$ cat src/rtl/pong_match_ctrl.sv
// pong_match_ctrl: match-level sequencer for two-player pong.
// Holds or serves the ball, keeps both scores and detects the winner.
// Optional pause support is compiled in when PONG_PAUSE_EN is defined.
module pong_match_ctrl #(
  parameter int WIN_SCORE    = 5,
  parameter int SERVE_FRAMES = 60,
  parameter int POINT_FRAMES = 90,
  parameter int SCORE_W      = 4
) (
  input  logic               clk,
  input  logic               rst,
  input  logic               frame_tick,
  input  logic               start,
  input  logic               pause_btn,
  input  logic               miss1,
  input  logic               miss2,
  output logic               freeze,
  output logic               ball_rst,
  output logic               serve_go,
  output logic               serve_dir,
  output logic [SCORE_W-1:0] score1,
  output logic [SCORE_W-1:0] score2,
  output logic               game_over,
  output logic               winner,
  output logic [2:0]         state
);

  localparam logic [2:0] ST_IDLE   = 3'd0;
  localparam logic [2:0] ST_SERVE  = 3'd1;
  localparam logic [2:0] ST_PLAY   = 3'd2;
  localparam logic [2:0] ST_POINT  = 3'd3;
  localparam logic [2:0] ST_OVER   = 3'd4;
  localparam logic [2:0] ST_PAUSED = 3'd5;

  localparam logic [SCORE_W-1:0] WIN_VAL     = SCORE_W'(WIN_SCORE);
  localparam logic [7:0]         SERVE_LAST  = 8'(SERVE_FRAMES - 1);
  localparam logic [7:0]         POINT_LAST  = 8'(POINT_FRAMES - 1);
  localparam logic [SCORE_W-1:0] SCORE_ONE   = SCORE_W'(1);
  localparam logic [SCORE_W-1:0] SCORE_ZERO  = '0;

  logic [2:0]         state_r;
  logic [2:0]         state_nx_s;
  logic [7:0]         cnt_r;
  logic               start_q_r;
  logic               rst_q_r;
  logic               start_re_s;
  logic               pause_re_s;
  logic [SCORE_W-1:0] score1_r;
  logic [SCORE_W-1:0] score2_r;
  logic [SCORE_W-1:0] score1_nx_s;
  logic [SCORE_W-1:0] score2_nx_s;
  logic [SCORE_W-1:0] inc1_s;
  logic [SCORE_W-1:0] inc2_s;
  logic               dir_r;
  logic               dir_nx_s;
  logic               winner_r;
  logic               winner_nx_s;
  logic               serve_go_r;
  logic               freeze_s;
  logic               ball_rst_s;
  logic               game_over_s;

  // Edges are suppressed on the first cycle after reset so that a button
  // held through reset is not mistaken for a fresh press.
  assign start_re_s = start & ~start_q_r & ~rst_q_r;
  assign inc1_s     = score1_r + SCORE_ONE;
  assign inc2_s     = score2_r + SCORE_ONE;

`ifdef PONG_PAUSE_EN
  logic pause_q_r;
  assign pause_re_s = pause_btn & ~pause_q_r & ~rst_q_r;

  // Pause button history for rising-edge detection
  always_ff @(posedge clk) begin
    if (rst) begin
      pause_q_r <= 1'b0;
    end else begin
      pause_q_r <= pause_btn;
    end
  end
`else
  logic unused_pause_s;
  assign unused_pause_s = pause_btn;
  assign pause_re_s     = 1'b0;
`endif

  // State, counter, score and serve registers
  always_ff @(posedge clk) begin
    if (rst) begin
      state_r    <= ST_IDLE;
      cnt_r      <= 8'd0;
      start_q_r  <= 1'b0;
      rst_q_r    <= 1'b1;
      score1_r   <= SCORE_ZERO;
      score2_r   <= SCORE_ZERO;
      dir_r      <= 1'b0;
      winner_r   <= 1'b0;
      serve_go_r <= 1'b0;
    end else begin
      state_r    <= state_nx_s;
      start_q_r  <= start;
      rst_q_r    <= 1'b0;
      score1_r   <= score1_nx_s;
      score2_r   <= score2_nx_s;
      dir_r      <= dir_nx_s;
      winner_r   <= winner_nx_s;
      serve_go_r <= (state_r == ST_SERVE) && (state_nx_s == ST_PLAY);
      if (state_nx_s != state_r) begin
        cnt_r <= 8'd0;
      end else if (frame_tick && (state_r != ST_PAUSED)) begin
        cnt_r <= cnt_r + 8'd1;
      end else begin
        cnt_r <= cnt_r;
      end
    end
  end

  // Next-state and next-score decision
  always_comb begin
    state_nx_s  = state_r;
    score1_nx_s = score1_r;
    score2_nx_s = score2_r;
    dir_nx_s    = dir_r;
    winner_nx_s = winner_r;
    case (state_r)
      ST_IDLE: begin
        if (start_re_s) begin
          state_nx_s  = ST_SERVE;
          score1_nx_s = SCORE_ZERO;
          score2_nx_s = SCORE_ZERO;
          dir_nx_s    = 1'b0;
        end else begin
          state_nx_s = ST_IDLE;
        end
      end
      ST_SERVE: begin
        if (frame_tick && (cnt_r == SERVE_LAST)) begin
          state_nx_s = ST_PLAY;
        end else begin
          state_nx_s = ST_SERVE;
        end
      end
      ST_PLAY: begin
        // miss1 takes priority; a simultaneous miss2 is dropped
        if (miss1) begin
          score2_nx_s = inc2_s;
          dir_nx_s    = 1'b0;
          if (inc2_s == WIN_VAL) begin
            state_nx_s  = ST_OVER;
            winner_nx_s = 1'b1;
          end else begin
            state_nx_s = ST_POINT;
          end
        end else if (miss2) begin
          score1_nx_s = inc1_s;
          dir_nx_s    = 1'b1;
          if (inc1_s == WIN_VAL) begin
            state_nx_s  = ST_OVER;
            winner_nx_s = 1'b0;
          end else begin
            state_nx_s = ST_POINT;
          end
        end else if (pause_re_s) begin
          state_nx_s = ST_PAUSED;
        end else begin
          state_nx_s = ST_PLAY;
        end
      end
      ST_POINT: begin
        if (frame_tick && (cnt_r == POINT_LAST)) begin
          state_nx_s = ST_SERVE;
        end else begin
          state_nx_s = ST_POINT;
        end
      end
      ST_OVER: begin
        if (start_re_s) begin
          state_nx_s  = ST_SERVE;
          score1_nx_s = SCORE_ZERO;
          score2_nx_s = SCORE_ZERO;
          dir_nx_s    = ~winner_r;
        end else begin
          state_nx_s = ST_OVER;
        end
      end
      ST_PAUSED: begin
        if (pause_re_s) begin
          state_nx_s = ST_PLAY;
        end else begin
          state_nx_s = ST_PAUSED;
        end
      end
      default: begin
        state_nx_s = ST_IDLE;
      end
    endcase
  end

  // Movement controls decoded from the registered state
  always_comb begin
    freeze_s    = 1'b1;
    ball_rst_s  = 1'b1;
    game_over_s = 1'b0;
    case (state_r)
      ST_IDLE:   begin freeze_s = 1'b1; ball_rst_s = 1'b1; end
      ST_SERVE:  begin freeze_s = 1'b1; ball_rst_s = 1'b1; end
      ST_PLAY:   begin freeze_s = 1'b0; ball_rst_s = 1'b0; end
      ST_POINT:  begin freeze_s = 1'b1; ball_rst_s = 1'b0; end
      ST_OVER:   begin freeze_s = 1'b1; ball_rst_s = 1'b1; game_over_s = 1'b1; end
      ST_PAUSED: begin freeze_s = 1'b1; ball_rst_s = 1'b0; end
      default:   begin freeze_s = 1'b1; ball_rst_s = 1'b1; end
    endcase
  end

  assign freeze    = freeze_s;
  assign ball_rst  = ball_rst_s;
  assign game_over = game_over_s;
  assign serve_go  = serve_go_r;
  assign serve_dir = dir_r;
  assign score1    = score1_r;
  assign score2    = score2_r;
  assign winner    = winner_r;
  assign state     = state_r;

endmodule
$ cat config.mk
export PLATFORM = sky130hd
export DESIGN_NAME = pong_match_ctrl
export DESIGN_NICKNAME = d
export VERILOG_FILES = /design/src/rtl/pong_match_ctrl.sv
export SDC_FILE = /design/constraint.sdc
export NUM_CORES = 1
export LEC_CHECK = 0
export ABC_AREA = 1
export CORE_MARGIN = 5
export CORE_UTILIZATION = 54
export CTS_BUF_LIST = sky130_fd_sc_hd__clkbuf_8
export CTS_CLUSTER_DIAMETER = 50
export DETAILED_ROUTE_END_ITERATION = 10
export PLACE_DENSITY = 0.82
export RECOVER_POWER = 100
export SLEW_MARGIN = 20
export SYNTH_ARGS = -nofsm -noshare
export SYNTH_HDL_FRONTEND = slang
export SYNTH_SLANG_ARGS = --single-unit
$ cat constraint.sdc
create_clock -name clk -period 1.8 [get_ports clk]
set_clock_uncertainty 0.2 [all_clocks]
set_input_delay 0.36 -clock clk [delete_from_list [all_inputs] [get_ports clk]]
set_output_delay 0.36 -clock clk [all_outputs]
set_load 0.03 [all_outputs]
# After elaboration in Yosys (flattened, before gate mapping)
# Cells that the tools add are included.
# op_classes
n_reduce_logical	16
bitwise	5
n_eq_ne	20
addsub	3
mux	28
# ops
cell	n
one-hot mux 3 bit (6 select lines)	1
two-way mux 4 bit	4
one-hot mux 4 bit (2 select lines)	2
two-way mux 3 bit	5
two-way mux 1 bit	13
AND reduction 4 bit	3
inequality test 2 bit, second input constant	5
equality test 3 x 2 -> 1 bit, second input constant	3
adder 4 x 1 -> 4 bit, second input constant	2
adder 8 x 1 -> 8 bit, second input constant	1
equality test 4 x 3 -> 1 bit, second input constant	2
equality test 8 x 6 -> 1 bit, second input constant	1
equality test 8 x 7 -> 1 bit, second input constant	1
equality test 3 bit, second input constant	2
inequality test 3 bit, second input constant	2
nonzero test 2 bit	3
logical AND 1 bit	4
two-way mux 2 bit	2
inequality test 2 x 1 -> 1 bit, second input constant	2
OR reduction 2 bit	2
equality test 3 x 1 -> 1 bit, second input constant	1
logical NOT 3 bit	1
inequality test 3 bit	1
NOT 1 bit	3
other kinds (5)	6
# totals
reg_bits	24
elab_cells	81
inputBits	7

# Longest topological paths before layout
# depth
ltp_word	8
ltp_mapped	13

# Least setup slack after synthesis
# OpenSTA, ideal clock, no wires.
# synth_path
path_kind	register to output
start	register state_r[0] (netlist: state[0])
end	output ball_rst
arrival_time_ns	1.438
stages_incl_launch_ff	5
setup_slack_ns	-0.198
n_path_buf	0
path_cell_list	dfxtp_1 -> inv_2 -> nand3_2 -> inv_2 -> nor2_1
# synth_between
elab_chain_cells	3
# synth_rtl
item	line	rtl
start, declared	41	logic [2:0] state_r;
start signal, assigned	100	state_r <= state_nx_s;
equality test 3 bit or equality test 3 x 2 -> 1 bit (tied branches)	204	case (state_r)
OR reduction 3 bit (no source line) *	-	
two-way mux 1 bit *	204	
end, declared	18	output logic ball_rst,
# Mark *: on every way between the ends. The rest lies on a longest branch, timed or not.

# Worst setup path in the final report
# layout_path
start	input start
end	register score1_r[2] (netlist: score1[2])
# layout_between
elab_chain_cells	4
# layout_rtl
item	line	rtl
start, declared	13	input logic start,
bitwise AND 1 bit (2 in a row)	65	assign start_re_s = start & ~start_q_r & ~rst_q_r;
inequality test 2 x 1 -> 1 bit (no source line)	-	
AND reduction 4 bit (no source line)	-	
end signal, assigned	103	score1_r <= score1_nx_s;
end, declared	48	logic [SCORE_W-1:0] score1_r;
# No other way between the ends.
# A chain may end at the register's enable or synchronous reset.

==> metrics.md <==
| Metric | Value |
|---|---|
| Status | `completed` |
| Mux contribution to synthesized area | `0%` |
| DRC viols | `0` |
| Worst vdd ir | `roughly 600 uV` |
| GRT Util Overall | `between 10% and 20%` |
| Yosys Warn Count | `0` |
| Clock sink count | `24` |
| Hpwl dp | `2461 um` |
| Non-filler instance count after layout | `roughly 260` |
| Setup WS post-layout | `between 20 and 30 ps` |
| Hold Buf Count CTS | `0` |
| Area of the core | `2410 um^2` |
| Drt first pass iters | `4` |
| Setup TNS | `0 ps` |
| Syn_nets | `203` |
| Initial antenna violation count | `0` |
| Final WL | `3482 um` |
| Row cnt | `18` |
| Worst r2r src | `score2[1]$_SDFFE_PP0P_` |
| Full die area | `about 3500 um^2` |
| Total gr overflow | `0` |
| Placed Instances | `around 250` |
| Count of cell types in the netlist | `24` |
| Largest family of logic cells by synthesized area | `simple AND/OR/NAND/NOR gates` |
| Final Wtd Congestion | `0.8045` |
| Max-slew headroom | `slightly below 80%` |
| Die Width | `between 50 and 60 um` |
| Longest Clk Path Bufs | `2` |
| Critical path required time | `approximately 1800 ps` |
| Nets@finish | `~250` |
| Count of final setup violators | `0` |
| Share of post-route cells with drive strength above 1 | `approximately a third` |
| DR vias | `1368` |
| Setup slack at placement | `-289.0 ps` |
| Hold EP | `winner$_SDFFE_PP0P_` |
| ANT nets after route | `0` |
| Maxcap violations | `0` |
| RSZ-0062 raised after global routing | `true` |
| Die Ht | `59.56 um` |
| Port Buffers | `22` |
| Clock root buffer | `clkbuf_8` |
| Worst-Margin Slew | `~320 ps` |
| H-tree lvl count | `1` |
| CTS tree | `done` |
| Worst hold start | `winner$_SDFFE_PP0P_` |
| Pin count of the biggest net entering global routing | `14` |
| P per Cell Area | `555.5 nW/um^2` |
| Initial Util | `55.04%` |
| Synth Area in Simple Gates | `a little over a third` |
| Final min period | `1772 ps` |
| Hold Fails Final Rpt | `0` |
| Tightest Hold Check Type | `flip-flop to flip-flop` |
| Clock Pin Slew Worst Setup and Hold Paths | `~80 ps` |
| Post-Synth Adder-Cell Area | `5.660%` |
| Syn Area/Cell | `6.980 um^2` |
| Synthesized instance count | `190` |
| Starting DRT DRC Count | `94` |
| Setup crit end kind | `flip-flop` |
| Total CTS buffers | `3` |
| Mapped Area | `roughly 1300 um^2` |
| Syn-to-layout area delta | `41.42%` |
| Lkg Pwr | `about 0.85 nW` |
| Worst Path Arrival | `1770 ps` |
| Crit path max fanout | `5` |
| Worst r2r dst | `cnt_r[5]$_SDFFE_PP0P_` |
| Most common cell after layout, fill and taps aside | `nand2_1` |
| # IOs | `24` |
| Total power | `between 1 and 1.5 mW` |
| Clock Latency Late Sink | `about 260 ps` |
| Complex-gate fraction of the synthesized area | `between 8 and 9%` |
| Crit path kind | `input pin to flip-flop` |
| Max Clock Freq | `~560 MHz` |
| Sequential area share after synthesis | `~36%` |
| Max Slew Vio Count | `0` |
| Diode count | `0` |
| CP Launch Type | `input pin` |
| Most frequent cells in the layout | `nand2_1 (31), inv_1 (28), buf_4 (20)` |
| WL/cell | `roughly 13 um` |
| Number of synthesized register bits | `24` |
| Vias in the first global route | `roughly 1200` |
| Reg2Reg Depth | `13` |
| Via density | `roughly 5.2` |
| Global-route wire length before repair | `5071 um` |
| Fin util | `between 70 and 80%` |
| Period utilisation layout | `98.43%` |
| Xor and xnor fraction of the mapped netlist area | `between 4 and 5%` |
| R2r setup slk | `around 60 ps` |
| Hold path depth | `2` |
==> synth_stat cells (all sizes together) <==
master | n | share of area (%)
nand2 | 40 | 12
inv | 35 | 9.9
nor2 | 29 | 8.6
dfxtp | 24 | 36
nand3 | 18 | 8.9
a21oi | 12 | 4.8
xor2 | 7 | 4.6
ha | 6 | 5.7
o21ai | 6 | 2.5
nand4 | 5 | 2.4
nor3 | 4 | 1.9
a211oi | 1 | 0.57
a32oi | 1 | 0.66
clkbuf | 1 | 0.28
nor3b | 1 | 0.94
==> area by class of cell <==
type | instances | area (um^2)
Clock buffer | 4 | 55.05
Fill cell | 180 | 534.3
Inverter | 35 | 133.9
Multi-Input combinational cell | 130 | 819.5
Sequential cell | 24 | 506.7
Tap cell | 30 | 37.54
Timing Repair Buffer | 39 | 322.8
==> worst max-delay path by stage <==
stage | startpoint | endpoint | slack [ps]
2_1_floorplan | score1[1]$_SDFFE_PP0P_ | cnt_r[1]$_SDFFE_PP0P_ | 7
3_3_place_gp | start | score2[1]$_SDFFE_PP0P_ | -190
3_5_place_dp | start | score2[1]$_SDFFE_PP0P_ | -290
4_1_cts | state[2]$_SDFF_PP0_ | ball_rst | -9
5_1_grt | score1[1]$_SDFFE_PP0P_ | cnt_r[5]$_SDFFE_PP0P_ | -60
6_report | start | score1[2]$_SDFFE_PP0P_ | 30
==> sequential cells by signal (all words and copies together) (netlist names) <==
register	count
start_q_r	1
serve_go	1
rst_q_r	1
score1	4
state	3
winner	1
score2	4
serve_dir	1
cnt_r	8
==> worst max-delay path: stages <==
cell,delay (ps)
clkdlybuf4s50_1,450
inv_1,40
nor2_1,70
nand2_1,80
nor2_1,130
inv_1,80
nand2_1,110
o21ai_2,110
inv_2,100
nand4_1,90
a21oi_1,130
==> layer usage <==
layer | share of wire [%] | vias up | track usage (%)
li1 | - | 684 | -
met1 | 40 | 623 | 21.54
met2 | 52 | 53 | 35.57
met3 | 6.5 | 8 | 3.486
met4 | 1.9 | 0 | 4.747
met5 | 0 | - | 0
==> stage by stage <==
stage               hold slack [ps]  instance area [um^2]
floorplan                     187.7                  1336
global placement              269.3                  1673
detailed placement            281.6                  1673
CTS                           292.0                  1725
global route                  346.3                  1876
finish                        306.3                  1876
==> report_power, final <==
part           internal, mW  switching [mW]
registers             0.535          0.0122
logic                0.0544          0.0769
clock network         0.195           0.168
total                 0.785           0.257
==> repair_timing <==
item / 4_1_cts / 5_1_grt
setup buffers: 0 / 5
pin swaps: 0 / 10
resized for setup: 20 / 37
endpoints found under the setup margin: 24 / 16
cloned: 0 / 0
==> cells by family after synthesis <==
family / Yosys count
buffers and inverters: 36
XOR/XNOR: 7
AO/OA/AOI/OAI: 20
adder cells (fa/ha/maj): 6
flip-flops: 24
AND/OR/NAND/NOR: 97
(Power assumes the default switching activity.)
==> patch 1: new RTL, same flow settings <==
Add an input register stage for `frame_tick`, `start`, `miss1` and `miss2`, with the module's reset; this delays them by one clock. The other inputs are not delayed to match.
--- a/src/rtl/pong_match_ctrl.sv
+++ b/src/rtl/pong_match_ctrl.sv
@@ -40,2 +40,21 @@
 
+  logic frame_tick_q;
+  logic start_q;
+  logic miss1_q;
+  logic miss2_q;
+
+  always_ff @(posedge clk) begin
+    if (rst) begin
+      frame_tick_q <= '0;
+      start_q      <= '0;
+      miss1_q      <= '0;
+      miss2_q      <= '0;
+    end else begin
+      frame_tick_q <= frame_tick;
+      start_q      <= start;
+      miss1_q      <= miss1;
+      miss2_q      <= miss2;
+    end
+  end
+
   logic [2:0]         state_r;
@@ -64,3 +83,3 @@
   // held through reset is not mistaken for a fresh press.
-  assign start_re_s = start & ~start_q_r & ~rst_q_r;
+  assign start_re_s = start_q & ~start_q_r & ~rst_q_r;
   assign inc1_s     = score1_r + SCORE_ONE;
@@ -100,3 +119,3 @@
       state_r    <= state_nx_s;
-      start_q_r  <= start;
+      start_q_r  <= start_q;
       rst_q_r    <= 1'b0;
@@ -109,3 +128,3 @@
         cnt_r <= 8'd0;
-      end else if (frame_tick && (state_r != ST_PAUSED)) begin
+      end else if (frame_tick_q && (state_r != ST_PAUSED)) begin
         cnt_r <= cnt_r + 8'd1;
@@ -136,3 +155,3 @@
       ST_SERVE: begin
-        if (frame_tick && (cnt_r == SERVE_LAST)) begin
+        if (frame_tick_q && (cnt_r == SERVE_LAST)) begin
           state_nx_s = ST_PLAY;
@@ -144,3 +163,3 @@
         // miss1 takes priority; a simultaneous miss2 is dropped
-        if (miss1) begin
+        if (miss1_q) begin
           score2_nx_s = inc2_s;
@@ -153,3 +172,3 @@
           end
-        end else if (miss2) begin
+        end else if (miss2_q) begin
           score1_nx_s = inc1_s;
@@ -169,3 +188,3 @@
       ST_POINT: begin
-        if (frame_tick && (cnt_r == POINT_LAST)) begin
+        if (frame_tick_q && (cnt_r == POINT_LAST)) begin
           state_nx_s = ST_SERVE;
Check against the original RTL: not equivalent (Yosys sat finds a counterexample within 4 cycles, from zero or initial values and one cycle with rst high).
==> patch 1 against the original RTL <==
Area after synthesis grew 9.6%. Wire length shrank 13%. Clock power grew 5.5%. Cell area grew 1.3%. Largest cell class unchanged. Power grew 11%. Sequential cell count grew 4. Largest power group unchanged. Final cell count grew 3.4%. Die area grew 8.0%. Setup slack gained 0.025 ns.
==> patch 1: results (changes against the original RTL) <==
- Final hold slack: 0.260 ns (-0.0465 ns)
- GR Util All Layers: 17.1% (-1.8 points)
- Area of the multi-input gates: 795 um^2 (-3.1%)
- Mapped Nets: 219 (+7.9%)
- Cells after DPL: 261 (+3.2%)
- Seq/Total Area, Yosys: 38.6% (+2.3 points)
- Outcome: finished clean
- Peak VDD IR: 0.451 mV (-23%)
- Initial DRC Count: 31 (-67%)
- Static leakage: 0.882 nW (+4.3%)
- Placement Cell Area: 1730 um^2 (+3.7%)
- Worst-path fanout max: 8 (+3)
- First-pass GRT wire length: 4.81 mm (-5.2%)
- Filler Cell Count: 207 (+15%)
- Period minus WS final: 1.75 ns (-0.0254 ns)
- GPL Wtd Cong: 0.830 (+3.2%)
- Dpl ws: 0.0189 ns (+0.308 ns)
- Clock transition at path regs: 0.09 ns
- Vias in the first global route: 1171 (-0.85%)
- Cell with the largest stage delay on the worst path: dfxtp_1
- Clk_lat worst skew: 0.27 ns
- Top post-synthesis cells by count: nand2_1 (39), inv_1 (38), nor2_1 (31)
- HPWL Detailed: 2.22 mm (-9.7%)
- Ranking of synthesized cells by area: dfxtp_1 (39%), nand2_1 (10%), inv_1 (9.8%)
- Initial antenna violation count: 0 (unchanged)
- Syn Inst Count: 206 (+8.4%)
- Nets: 255 (+3.7%)
- Yosys warnings: 0 (unchanged)
- Worst-margin pin slew: 0.631 ns (+0.314 ns)
- CTS Buffer Depth: 2 (unchanged)
- Async S/R FF share, synth: 0% (unchanged)
- Share of cells above drive strength 1: 23.7% (-8.7 points)
- Non-Filler Instances: 271 (+3.4%)
- Top reg by flops: cnt_r
- Largest net degree at the start of global routing: 16 (+2)
- Vias: 1335 (-2.4%)
- Wire length per cell: 11.2 um (-16%)
- Unique masters post-synth: 27 (+13%)
- CP arrival: 1.76 ns
==> patch 1: layout make-up <==
cell class | instances | area share (%)
well taps | 30 | 1.97
inverters | 43 | 8.62
multi-input cells | 134 | 41.8
clock buffers | 4 | 2.90
flip-flops and latches | 28 | 30.5
repair buffers | 32 | 14.2
==> patch 1: critical path, delay by kind of cell, from the launching register on <==
kind / cells / cell delay [ns]
simple gates: 11 / 0.95
flops: 1 / 0.46
buf+inv: 1 / 0.09
==> patch 1: worst paths after layout <==
check | start | cells after the start | to
max | score2[2] | 12 | cnt_r[6]
min | start_q | 2 | start_q_r
max reg2reg | score2[2] | 12 | cnt_r[6]
min reg2reg | start_q | 2 | start_q_r
==> patch 1: power by group <==
group          switching, W  internal (W)  leakage [nW]  total, W
Combinational     0.0000790     0.0000502         0.620  0.000129
Sequential        0.0000154      0.000632         0.232  0.000648
Clock              0.000187      0.000196        0.0288  0.000383
Total              0.000282      0.000878         0.882   0.00116
==> patch 1: kinds of logic (layout without fill, tap and decap cells) <==
group / Yosys count / in the layout / share of synthesized area (%)
simple gates: 97 / 97 / 31.3
buf+inv: 44 / 79 / 11.4
flops: 28 / 28 / 38.6
compound gates: 24 / 24 / 9.38
xor+xnor: 7 / 7 / 4.22
fa+ha+maj: 6 / 6 / 5.16
==> patch 1: metal layers <==
layer | vias to the layer above | GRT usage (%) | routed length, um
li1 | 704 | - | -
met2 | 21 | 28.6 | 1420
met4 | 0 | 7.27 | 46
met1 | 605 | 21.9 | 1440
met3 | 5 | 2.48 | 112
met5 | - | 0 | 0
==> patch 1: timing repair <==
item                                    4_1_cts  5_1_grt
buffers inserted                              0        6
resized for setup                            15       29
pin swaps                                     0        9
endpoints found under the setup margin       17       11
==> patch 2: new RTL, config.mk and constraints unchanged <==
Made on the original files. Set the parameter `SCORE_W` to 6 (it was 4).
--- a/src/rtl/pong_match_ctrl.sv
+++ b/src/rtl/pong_match_ctrl.sv
@@ -7,3 +7,3 @@
   parameter int POINT_FRAMES = 90,
-  parameter int SCORE_W      = 4
+  parameter int SCORE_W      = 6
 ) (
Interface: changed (resized score1 and score2); port bits go from 24 to 28. The function was not compared with the original's and may differ.
==> patch 2 against the original RTL <==
Critical path type is now flop to flop. Final cell count is 26% higher. Area after synthesis increased by 30%. Largest power group unchanged. Core utilization increased by 4.4 points. Register-to-register slack got worse by 0.23 ns. The flow now finishes with violations (negative setup slack). Power rose by 29%. Sequential cell count up 4. Setup slack lost 0.20 ns. Wire length is 56% higher. Synthesized cell count increased by 21%. Cell area up 34%.
==> patch 2: results (changes against the original RTL) <==
- Outcome: complete, but fails checks
- Failing checks: negative setup slack
- WL final: 5.43 mm (+56%)
- Worst-path fanout max: 4 (-1)
- GPL Wtd Cong: 0.853 (+6.0%)
- Vias: 1798 (+31%)
- Cell with the largest stage delay on the worst path: dfxtp_4
- Worst-margin pin slew: 0.852 ns (+0.535 ns)
- Clk_lat worst skew: 0.28 ns (+0.02 ns)
- Critical path capture point: winner
- Final worst setup slack: -0.171 ns (-0.199 ns)
- Peak VDD IR: 0.565 mV (-4.0%)
- HPWL Detailed: 3.04 mm (+23%)
- Post-synthesis adder-cell area fraction: 4.35% (-1.3 points)
- Mapped Nets: 242 (+19%)
- Vias in the first global route: 1649 (+40%)
- Hold Crit Endpoint: score2[5]
- Slowest stage delay, CP: 0.38 ns (-0.07 ns)
- CP arrival: 1.98 ns (+0.21 ns)
- Reg2reg path depth: 12 (-1)
- Cell family with most CP delay: simple AND/OR/NAND/NOR gates
- Setup TNS: -1.56 ns (-1.56 ns)
- Port Buffers: 26 (+18%)
- Dpl ws: -0.398 ns (-0.109 ns)
- Synth Area in Compound Gates: 10.6% (+2.0 points)
- Top post-synthesis cells by count: nand2_1 (42), inv_1 (34), dfxtp_1 (28)
- Sequential power: 0.000638 W (+17%)
- NetSw: 0.000344 W (+34%)
- Largest net degree at the start of global routing: 17 (+3)
- Ranking of synthesized cells by area: dfxtp_1 (32%), nand2_1 (9.1%), inv_1 (7.4%)
- Clock transition at path regs: 0.10 ns (+0.02 ns)
- Initial DRC Count: 123 (+31%)
- Min-delay src: score2[5]
- Seq/Total Area, Yosys: 32.5% (-3.8 points)
- Final setup viols: 14 (+14)
- Share of cells above drive strength 1: 42.5% (+10 points)
- Combinational power share: 15.7% (+3.1 points)
[patch 2: cell count changes in the layout (fill, tap and decap cells not counted), sizes merged, moves of 2 or more]
cell / delta
dlygate4sd2: +5
nand3: +3
xnor2: +3
inv: +2
buf: +12
nand2: +10
nor3: +6
a22oi: +3
nor2: -2
a21oi: +5
dfxtp: +4
[patch 2: kinds of logic (layout without fill, tap and decap cells)]
family                     count (synthesis)  in the layout
AOI/OAI and AO/OA                         29             29
adders and majority gates                  6              6
DFF                                       28             28
buffers and inverters                     40             98
and+or+nand+nor                          117            117
xor gates and xnor gates                   9              9
[patch 2: stage by stage]
stage | hold WS, ns | std cells | utilization (%) | total power, W
4_1_cts | 0.304 | 328 | 78.4 | 0.00132
2_1_floorplan | 0.188 | 229 | - | 0.000758
6_report | 0.303 | 331 | 82.3 | 0.00135
3_5_place_dp | 0.292 | 318 | 72.3 | 0.000825
3_3_place_gp | 0.286 | 318 | 72.3 | 0.000820
5_1_grt | 0.333 | 331 | 82.3 | 0.00139
[patch 2: per-layer routing]
| metal | track usage [%] | part of all wire (%) |
|---|---|---|
| met5 | 0 | 0 |
| met2 | 38.6 | 50 |
| met1 | 29.6 | 41 |
| met3 | 4.72 | 6.5 |
| met4 | 4.31 | 3.2 |
[patch 2: area by class of cell]
class                      instances  area [um^2]  share of cell area (%)
clock inverter                     1         30.0                    1.20
sequential                        28          592                    23.6
clock buffer                       3         41.3                    1.64
inverter                          38          158                    6.28
multi-input combinational        161         1180                    46.9
tap                               44         55.1                    2.19
timing repair buffer              56          458                    18.2
[patch 2: repair_timing]
item | 4_1_cts | 5_1_grt
hold endpoints to repair | 0 | 0
endpoints found under the setup margin | 29 | 24
buffers inserted | 6 | 3
cloned | 0 | 0
resized for setup | 47 | 30
pin swaps | 13 | 14
